==> src/rtl/mem_arbiter.sv <==
// Two-requester round-robin arbiter in front of the MMU data port.
// Each transaction runs IDLE -> ACCESS -> DONE, with a bounded wait on m_wait.
module mem_arbiter #(
    parameter int DATA_W  = 32,
    parameter int TIMEOUT = 16
) (
    input  logic              clk,
    input  logic              reset_n,

    // Request/ack handshake: a requester raises reqN together with addrN,
    // wdataN and weN and keeps all of them stable until the cycle after
    // ackN. ackN is a one-cycle pulse. errN is meaningful only while ackN
    // is high. A request dropped before it is granted is simply forgotten.
    input  logic              req0,
    input  logic [DATA_W-1:0] addr0,
    input  logic [DATA_W-1:0] wdata0,
    input  logic              we0,
    output logic              ack0,
    output logic              err0,

    input  logic              req1,
    input  logic [DATA_W-1:0] addr1,
    input  logic [DATA_W-1:0] wdata1,
    input  logic              we1,
    output logic              ack1,
    output logic              err1,

    output logic [DATA_W-1:0] rdata,

    output logic [DATA_W-1:0] m_addr,
    output logic [DATA_W-1:0] m_data_in,
    output logic              m_rd,
    output logic              m_wd,
    input  logic [DATA_W-1:0] m_data,
    input  logic              m_wait,
    input  logic              m_segv,

    output logic [1:0]        dbg_state_o
);

    typedef enum logic [1:0] {
        IDLE   = 2'd0,
        ACCESS = 2'd1,
        DONE   = 2'd2
    } state_e;

    localparam logic [7:0] TIMEOUT_M1 = 8'(TIMEOUT - 1);

    state_e            state_q;
    logic [DATA_W-1:0] addr_q;
    logic [DATA_W-1:0] wdata_q;
    logic              we_q;
    logic              gnt_q;
    logic [7:0]        wcnt_q;
    logic [DATA_W-1:0] rdata_q;
    logic              m_rd_q;
    logic              m_wd_q;
    logic              ack0_q;
    logic              ack1_q;
    logic              err0_q;
    logic              err1_q;

    logic              any_req;
    logic              gnt_d;
    logic [DATA_W-1:0] sel_addr;
    logic [DATA_W-1:0] sel_wdata;
    logic              sel_we;
    logic              timeout_hit;

    // gnt_q doubles as the last-granted pointer: it only changes when a
    // new transaction leaves IDLE, so the two are always the same value.
    always_comb begin
        gnt_d = gnt_q;
        if (req0 && req1) begin
            gnt_d = ~gnt_q;
        end else if (req0) begin
            gnt_d = 1'b0;
        end else if (req1) begin
            gnt_d = 1'b1;
        end
    end

    assign any_req     = req0 | req1;
    assign sel_addr    = gnt_d ? addr1  : addr0;
    assign sel_wdata   = gnt_d ? wdata1 : wdata0;
    assign sel_we      = gnt_d ? we1    : we0;
    assign timeout_hit = (wcnt_q == TIMEOUT_M1);

    always_ff @(posedge clk or negedge reset_n) begin
        if (!reset_n) begin
            state_q <= IDLE;
            addr_q  <= '0;
            wdata_q <= '0;
            we_q    <= 1'b0;
            gnt_q   <= 1'b1;
            wcnt_q  <= '0;
            rdata_q <= '0;
            m_rd_q  <= 1'b0;
            m_wd_q  <= 1'b0;
            ack0_q  <= 1'b0;
            ack1_q  <= 1'b0;
            err0_q  <= 1'b0;
            err1_q  <= 1'b0;
        end else begin
            case (state_q)
                IDLE: begin
                    ack0_q <= 1'b0;
                    ack1_q <= 1'b0;
                    err0_q <= 1'b0;
                    err1_q <= 1'b0;
                    if (any_req) begin
                        gnt_q   <= gnt_d;
                        addr_q  <= sel_addr;
                        wdata_q <= sel_wdata;
                        we_q    <= sel_we;
                        wcnt_q  <= '0;
                        m_rd_q  <= ~sel_we;
                        m_wd_q  <= sel_we;
                        state_q <= ACCESS;
                    end
                end

                ACCESS: begin
                    if (!m_wait) begin
                        if (!we_q) begin
                            rdata_q <= m_data;
                        end
                        ack0_q  <= ~gnt_q;
                        ack1_q  <= gnt_q;
                        err0_q  <= ~gnt_q & m_segv;
                        err1_q  <= gnt_q & m_segv;
                        m_rd_q  <= 1'b0;
                        m_wd_q  <= 1'b0;
                        state_q <= DONE;
                    end else begin
                        wcnt_q <= wcnt_q + 8'd1;
                        // Stuck MMU: give up, report an error, keep rdata.
                        if (timeout_hit) begin
                            ack0_q  <= ~gnt_q;
                            ack1_q  <= gnt_q;
                            err0_q  <= ~gnt_q;
                            err1_q  <= gnt_q;
                            m_rd_q  <= 1'b0;
                            m_wd_q  <= 1'b0;
                            state_q <= DONE;
                        end
                    end
                end

                DONE: begin
                    ack0_q  <= 1'b0;
                    ack1_q  <= 1'b0;
                    err0_q  <= 1'b0;
                    err1_q  <= 1'b0;
                    state_q <= IDLE;
                end

                default: begin
                    ack0_q  <= 1'b0;
                    ack1_q  <= 1'b0;
                    err0_q  <= 1'b0;
                    err1_q  <= 1'b0;
                    m_rd_q  <= 1'b0;
                    m_wd_q  <= 1'b0;
                    state_q <= IDLE;
                end
            endcase
        end
    end

    assign ack0        = ack0_q;
    assign ack1        = ack1_q;
    assign err0        = err0_q;
    assign err1        = err1_q;
    assign rdata       = rdata_q;
    assign m_addr      = addr_q;
    assign m_data_in   = wdata_q;
    assign m_rd        = m_rd_q;
    assign m_wd        = m_wd_q;
    assign dbg_state_o = state_q;

endmodule

==> config.mk <==
export PLATFORM = sky130hd
export DESIGN_NAME = mem_arbiter
export DESIGN_NICKNAME = d
export VERILOG_FILES = /design/src/rtl/mem_arbiter.sv
export SDC_FILE = /design/constraint.sdc
export NUM_CORES = 1
export LEC_CHECK = 0
export ABC_AREA = 1
export CORE_MARGIN = 2
export CORE_UTILIZATION = 25
export CTS_CLUSTER_SIZE = 12
export DETAILED_ROUTE_END_ITERATION = 10
export REMOVE_ABC_BUFFERS = 1
export SLEW_MARGIN = 0
export SYNTH_ARGS = -nofsm -noshare
export SYNTH_HDL_FRONTEND = slang
export SYNTH_SLANG_ARGS = --single-unit
==> constraint.sdc <==
create_clock -name clk -period 1.86 [get_ports clk]
set_input_delay 0.372 -clock clk [delete_from_list [all_inputs] [get_ports clk]]
set_output_delay 0.372 -clock clk [all_outputs]
set_load 0.01 [all_outputs]
==> summary.md, run 1 <==
| Metric | Value |
|---|---|
| Clock Sinks | 114 |
| WL met2 | just under 8000 um |
| VDD IR max | 0.626 mV |
| FF-to-FF Start | wcnt_q[1] |
| Worst-Skew Late Latency | 0.41 ns |
| Final Cycle Share | 0.951 |
| Final Setup Violations | 0 |
| Final Skew | roughly 0.011 ns |
| Post-Route M1 WL | 7420 um |
| Leak pwr | 3.84 nW |
| Storage element area | 2850 sq um |
| Max-Cap Viols | 0 |
| Drt via density | ~4.3 |
| Final Max Slew Viols | 0 |
| Reg-to-Reg End | err0 |
| Worst-path cell chain | clkdlybuf4s50_1 |
| # rows | 52 |
| Cell family with most CP delay | buffers and inverters |
| Share of the synthesized area in the top cell type | 0.557 |
| CP Capture Type | primary output |
| RSZ-0062 raised after global routing | false |
| Logic gate share of total power | 0.459 |
| Pwr Density | 1630 nW/um^2 |
| Commonest cells after routing, fill and taps aside | clkdlybuf4s50_1 (270), nand2_1 (173), dfrtp_1 (113) |
| Yosys reg bits | roughly 110 |
| Sequential share of power | 0.300 |
| Critical-path maximum fanout | 5 |
| Post-route DRC | 0 |
| Cell Area, Synth | slightly above 5000 sq um |
| DRT Wirelength | 16900 um |
| GRT overflow | 0 |
| WL met3 | 1500 um |
| Post-DR wirelength/cell | 14.6 um |
| Hold WS | 0.374 ns |
| Worst EP arrival | 1.40 ns |
| Cts bufs inserted | 17 |
| Gr usage total | 0.161 |
| Die Wd | 146 um |
| Pin count of the biggest net entering global routing | 70 |
| Clock root buffer | clkbuf_16 |
| DIE AREA | 21500 sq um |
| Antenna violations before repair | 0 |
| Commonest non-fill, non-tap cell in the layout | clkdlybuf4s50_1 |
| Final net count | 1045 |
| Post-DP HPWL | roughly 12000 um |
| Hold/Removal Path Class | in -> async |
| Req. time, crit path | ~1.5 ns |
| Crit path launch type | flop |
| Area Overhead vs Synth | 72.7% |
| Initial core utilization | 0.252 |
| Vias in the first global route | between 5000 and 6000 |
| # port buffers | 271 |
| R2R depth | 6 |
| Slowest cell delay on critical path | 0.59 ns |
| Fin Setup TNS | 0 ns |
| Register area share after synthesis | 0.563 |
| Slew at the pin with the worst max-slew slack | 0.328 ns |
| Internal | roughly 0.0092 W |
| TritonCTS clock tree | yes |
| Layout cells sized above 1 | 0.0596 |
| Pre-Repair DR Iteration Count | 4 |
| Fin crit period | 1.77 ns |
| Fin. Hold Viols | 0 |
| Worst-path clk slew | 0.05 ns |
| Via Count | a little over 5000 |
| Pwr Total | 0.0142 W |
| Fmax achieved | 565 MHz |
| # diodes | 0 |
| Post-CTS Resized | 0 |
| R2r setup slk | 0.38 ns |
| Post-CTS Setup Bufs | 0 |
| Core footprint | slightly above 20000 sq um |
| Clock Power Share | 0.241 |
| Top Metal Used | met4 |
| Cell taking the most area after synthesis | dfrtp_1 |
| EDFF count, synth | 0 |
| Main synth FF type | dfrtp_1 |
| Fillcell total | ~2000 |
| Die height | 146 um |
| Max_slew headroom | 0.781 |
| Crit path kind | reg -> out |
| Initial drt markers | roughly 230 |
| Post-synth ARST share | 1.00 |
| Gate Count Post-Synth | around 600 |
| # H-tree levels | 4 |
| Buf/Inv on CP | 1 |
| Bufs on Longest Clock Path | 2 |
| P_sw | between 0.005 and 0.006 W |
| Syn avg cell area | roughly 8.4 sq um |
| Total I/O pin count | 272 |
| Run status | completed |
| Synth top area cells | dfrtp_1 (56%), nand2_1 (13%), o21ai_1 (8.0%) |
| Slowest-stage cell, CP | clkdlybuf4s50_1 |
| Multi-input logic area | between 1500 and 2000 sq um |
| Distinct cells, synth | 23 |
| Final GP Congestion | 0.764 |
| Global-route wire length before repair | 27400 um |
| Post-route ant nets | 0 |
| Net Sw Frac | 0.355 |
| Yosys warns | 0 |
## layout make-up
| class | instances | area share |
|---|---|---|
| inverter | 16 | 0.00685 |
| clock inverter | 10 | 0.0183 |
| sequential | 114 | 0.326 |
| timing repair buffer | 289 | 0.339 |
| clock buffer | 22 | 0.0518 |
| tap | 270 | 0.0386 |
| multi-input combinational | 438 | 0.219 |
## worst max-delay path by stage
stage	startpoint	to	depth (start not counted)
final	dbg_state_o[0]	dbg_state_o[0]	1
after global routing	dbg_state_o[0]	dbg_state_o[0]	1
after CTS	dbg_state_o[0]	dbg_state_o[0]	1
after detailed placement	req1	wcnt_q[4]	10
after global placement	req1	wcnt_q[4]	10
after floorplan	req1	m_data_in[10]	4
## power groups by stage
| stage | clock network (W) | logic [W] | registers, W |
|---|---|---|---|
| finish | 0.00343 | 0.00653 | 0.00428 |
| global route | 0.00366 | 0.00720 | 0.00444 |
| CTS | 0.00355 | 0.00667 | 0.00428 |
| detailed placement | 0 | 0.00665 | 0.00430 |
| global placement | 0 | 0.00663 | 0.00425 |
| floorplan | 0 | 0.00219 | 0.00477 |
## repair_timing
item                                    4_1_cts  5_1_grt
hold buffers                                  1        0
hold endpoints to repair                     12        0
endpoints found under the setup margin        0        0
## metrics by stage
| step | area (sq um) | std cells | utilization | setup slack [ns] |
|---|---|---|---|---|
| 6_report | 8760 | 1159 | 0.436 | 0.0904 |
| 3_3_place_gp | 8140 | 1126 | 0.405 | -0.0366 |
| 3_5_place_dp | 8140 | 1126 | 0.405 | -0.0281 |
| 2_1_floorplan | 4830 | 568 | - | -0.792 |
| 4_1_cts | 8760 | 1159 | 0.436 | 0.0466 |
| 5_1_grt | 8760 | 1159 | 0.436 | 0.00135 |
## cell usage after synthesis (all sizes together), types with 2 or more instances
| cell | instances |
|---|---|
| o211ai | 3 |
| nor2 | 79 |
| nand4 | 2 |
| o21ai | 135 |
| nand2 | 174 |
| buf | 23 |
| nand3 | 40 |
| clkbuf | 14 |
| inv | 16 |
| dfrtp | 113 |
## kinds of logic (layout without fill, tap and decap cells)
kind of cell / count (synthesis) / after routing / share of synthesized area
flops: 114 / 114 / 0.563
compound gates: 140 / 140 / 0.142
xor+xnor: 2 / 2 / 0.00345
fa+ha+maj: 1 / 1 / 0.00247
buf+inv: 53 / 337 / 0.0599
simple gates: 295 / 295 / 0.230
## per-layer routing
metal,GRT usage,up-vias
met5,0,-
met4,0.0490,0
met3,0.0694,19
met2,0.257,204
met1,0.196,2295
li1,-,2512
## sequential cells by signal (all words and copies together), names as in the netlist, 2 cells and up
register     cells
dbg_state_o      2
m_addr          32
m_data_in       32
rdata           32
wcnt_q           8
Note: power is estimated with default switching activity, not from simulation.
==> run 2, diff against run 1 <==
--- a/config.mk
+++ b/config.mk
@@ -5,12 +5,13 @@
 export SDC_FILE = /design/constraint.sdc
 export NUM_CORES = 1
 export LEC_CHECK = 0
-export ABC_AREA = 1
 export CORE_MARGIN = 2
 export CORE_UTILIZATION = 25
 export CTS_CLUSTER_SIZE = 12
 export DETAILED_ROUTE_END_ITERATION = 10
+export MAX_ROUTING_LAYER = met4
 export REMOVE_ABC_BUFFERS = 1
+export SKIP_CTS_REPAIR_TIMING = 1
 export SLEW_MARGIN = 0
 export SYNTH_ARGS = -nofsm -noshare
 export SYNTH_HDL_FRONTEND = slang
==> run 2 against run 1 <==
Net effect: the run now ends with hold timing left; global-route usage shrank 1.9 points; sequential power increased by 2%; area after synthesis is 0.52% lower; die area is 0.50% lower; combinational power fell by 5.5%; register-to-register slack lost 0.16 ns; count of clock-buffer cells in the layout fell by 3; first-iteration DRC count is 18% lower; largest power group unchanged; highest routed layer unchanged.
==> summary.md, run 2 <==
| Metric | Value |
|---|---|
| Run status | finished, violations left |
| Failing checks | hold timing |
| Main synth FF type | dfrtp_1 |
| Commonest cells after routing, fill and taps aside | clkdlybuf4s50_1 (269), dfrtp_1 (111), nand2_1 (76) |
| Reg-to-Reg End | m_data_in[7] |
| Clock Sinks | 114 (unchanged) |
| Post-route DRC | 0 (unchanged) |
| EDFF count, synth | 0 (unchanged) |
| Layout cells sized above 1 | 0.121 (+0.0612) |
| Register area share after synthesis | 0.565 (+0.00293) |
| # H-tree levels | 4 (unchanged) |
| Fmax achieved | 558 MHz (-1.2%) |
| # port buffers | 271 (unchanged) |
| Post-route ant nets | 0 (unchanged) |
| CP Capture Type | primary output |
| Cell Area, Synth | 5050 sq um (-0.52%) |
| Die Wd | 146 um (-0.25%) |
| Logic gate share of total power | 0.451 (-0.008) |
| Final Setup Violations | 0 (unchanged) |
| R2R depth | 6 (unchanged) |
| Synth top area cells | dfrtp_1 (56%), mux2i_1 (13%), mux2_2 (6.9%) |
| Non-filler cells, final | 985 (-15%) |
| Drt via density | 4.25 (-2.0%) |
| Gr usage total | 0.142 (-0.0187) |
| FF-to-FF Start | gnt_q |
| Top cells by count, synth | dfrtp_1 (113), nand2_1 (76), mux2i_1 (65), o21ai_1 (43), mux2_2 (31) |
| Final Cycle Share | 0.963 (+0.0113) |
| Fin. Hold Viols | 1 (+1) |
| Post-DP HPWL | 10800 um (-7.2%) |
| Internal | 0.00917 W (-0.18%) |
| Crit path kind | reg -> out |
| Cts bufs inserted | 17 (unchanged) |
| Hold/Removal Path Class | in -> async |
| # diodes | 0 (unchanged) |
| Slowest-stage cell, CP | clkdlybuf4s50_1 |
| Pre-Repair DR Iteration Count | 4 (unchanged) |
| Max-Cap Viols | 0 (unchanged) |
| Syn avg cell area | 11.7 sq um (+40%) |
| Yosys reg bits | 114 (unchanged) |
| Gate Count Post-Synth | 430 (-29%) |
| Area Overhead vs Synth | 71.1% |
| Pwr Total | 0.0137 W (-3.9%) |
| Die height | 146 um (-0.25%) |
| Final GP Congestion | 0.776 (+1.6%) |
| Pwr Density | 1580 nW/um^2 (-2.5%) |
| Bufs on Longest Clock Path | 2 (unchanged) |
| TritonCTS clock tree | yes |
| Slowest cell delay on critical path | 0.58 ns (about the same) |
| Initial core utilization | 0.257 (+0.00445) |
| P_sw | 0.00452 W (-11%) |
| Cell family with most CP delay | buffers and inverters |
| Placed insts | 953 (-15%) |
| DRT Wirelength | 14200 um (-16%) |
| VDD IR max | 0.632 mV (+0.96%) |
| Post-synth ARST share | 1.00 (unchanged) |
| Max_slew headroom | 0.563 (-0.218) |
| Final net count | 876 (-16%) |
| Placement Setup Slack | -0.0854 ns (-0.0574 ns) |
| Crit path launch type | flop |
| Clock root buffer | clkbuf_16 |
| Final Max Slew Viols | 0 (unchanged) |
| Worst EP arrival | 1.42 ns (+0.02 ns) |
| Critical path endpoint | dbg_state_o[1] |
| # rows | 51 (-1.9%) |
| Crit. Startpoint | dbg_state_o[1] |
| Yosys warns | 0 (unchanged) |
| Via Count | 4191 (-17%) |
| Antenna violations before repair | 0 (unchanged) |
| Distinct cells, synth | 38 (+65%) |
| Buf/Inv on CP | 1 (unchanged) |
| Final Skew | 0.00930 ns (-0.00199 ns) |
| Req. time, crit path | 1.49 ns (about the same) |
| Count leader, synth | dfrtp_1 |
| Global-route wire length before repair | 23200 um (-15%) |
| GRT overflow | 0 (unchanged) |
| Cell taking the most area after synthesis | dfrtp_1 |
| Share of the synthesized area in the top cell type | 0.560 (+0.00290) |
| Worst-Skew Late Latency | 0.42 ns (about the same) |
| WP depth | 1 (unchanged) |
| RSZ-0062 raised after global routing | false |
| Commonest non-fill, non-tap cell in the layout | clkdlybuf4s50_1 |
| Clock Power Share | 0.232 (-0.009) |
| Vias in the first global route | 4515 (-14%) |
| R2r setup slk | 0.22 ns (-0.16 ns) |
| Post-DR wirelength/cell | 14.5 um (-0.67%) |
| Worst-path clk slew | 0.06 ns (about the same) |
| Leak pwr | 3.67 nW (-4.6%) |
| Sequential share of power | 0.318 (+0.018) |
| DIE AREA | 21300 sq um (-0.50%) |
| Net Sw Frac | 0.330 (-0.0248) |
| Total I/O pin count | 272 (unchanged) |
| Critical-path maximum fanout | 8 (+3) |
| Pin count of the biggest net entering global routing | 115 (+64%) |
| Slew at the pin with the worst max-slew slack | 0.656 ns (+0.328 ns) |
| Final setup margin | 0.0694 ns (-0.0209 ns) |
| Worst-path cell chain | clkdlybuf4s50_1 |
| Core footprint | 19700 sq um (-2.2%) |
| Initial drt markers | 191 (-18%) |
| Hold WS | -0.00334 ns (-0.377 ns) |
| Fin crit period | 1.79 ns (+0.0209 ns) |
## run 2: cell types whose count changed after synthesis, moves of 5 or more
| cell | previous run | this run |
|---|---|---|
| clkbuf_1 | 13 | 2 |
| o31ai_1 | 0 | 6 |
| buf_2 | 11 | 6 |
| nand3_1 | 40 | 4 |
| nand2_1 | 173 | 76 |
| o21ai_0 | 52 | 27 |
| mux2i_1 | 0 | 65 |
| nor2_1 | 78 | 6 |
| inv_1 | 14 | 2 |
| mux2_2 | 0 | 31 |
| o21ai_1 | 81 | 43 |
## run 2: power by group through the flow
stage / logic [W] / registers [W] / clock network (W)
2_1_floorplan: 0.00234 / 0.00483 / 0
3_3_place_gp: 0.00618 / 0.00434 / 0
3_5_place_dp: 0.00628 / 0.00439 / 0
4_1_cts: 0.00629 / 0.00438 / 0.00329
5_1_grt: 0.00672 / 0.00451 / 0.00343
6_report: 0.00617 / 0.00435 / 0.00317
## run 2: final cells by class
cell class                      instances  area (sq um)
Fill cell                            1861         11000
Timing Repair Buffer                  284          2890
Sequential cell                       114          2860
Multi-Input combinational cell        288          1980
Clock buffer                           19           443
Tap cell                              265           332
Clock inverter                         13           136
Inverter                                2          7.51
## run 2: worst reg2reg max path, cell delays in order, from the launching register on
cell     delay, ns
dfstp_2       0.61
nand2_1       0.12
o21ai_4       0.10
buf_4         0.19
buf_12        0.17
mux2i_1       0.24
o21ai_0       0.10
## run 2: worst min path at each step
stage                          start          to  slack, ns  cells past startpoint
after floorplan              reset_n        ack0       0.08                      0
after global placement          ack0        ack0       0.46                      2
after detailed placement  m_addr[31]  m_addr[31]       0.47                      2
after CTS                    reset_n   rdata[21]       0.06                      2
after global routing         reset_n   rdata[21]       0.06                      2
final                        reset_n   rdata[21]     -0.003                      2
## run 2: cell families (layout without fill, tap and decap cells)
kind of cell,count (synthesis),in the layout,share of synthesized area
DFF,114,114,0.565
muxes,98,98,0.203
xor gates and xnor gates,3,3,0.00521
AOI/OAI and AO/OA,82,82,0.0875
adders and majority gates,1,1,0.00248
and+or+nand+nor,104,104,0.0917
buffers and inverters,28,318,0.0451
## run 2: per-layer routing
metal,global-route usage,wire (um),up-vias
met3,0.0506,986,22
met2,0.233,7110,188
met1,0.160,5880,1923
li1,-,-,2058
met4,0.0510,270,0
met5,-,0,-
## run 2: per-stage QoR
stage	TNS, ns	utilization	area (sq um)
after floorplan	-119.03	-	4830
after global placement	-1.36	0.410	8050
after detailed placement	-3.56	0.410	8050
after CTS	-0.0611	0.439	8630
after global routing	0	0.440	8640
final	0	0.440	8640
==> run 3, diff against run 2 <==
--- a/config.mk
+++ b/config.mk
@@ -7,7 +7,6 @@
 export LEC_CHECK = 0
 export CORE_MARGIN = 2
 export CORE_UTILIZATION = 25
-export CTS_CLUSTER_SIZE = 12
 export DETAILED_ROUTE_END_ITERATION = 10
 export MAX_ROUTING_LAYER = met4
 export REMOVE_ABC_BUFFERS = 1
==> results of run 3 <==
No change in the layout: final DEF, timing and power equal those of run 2.
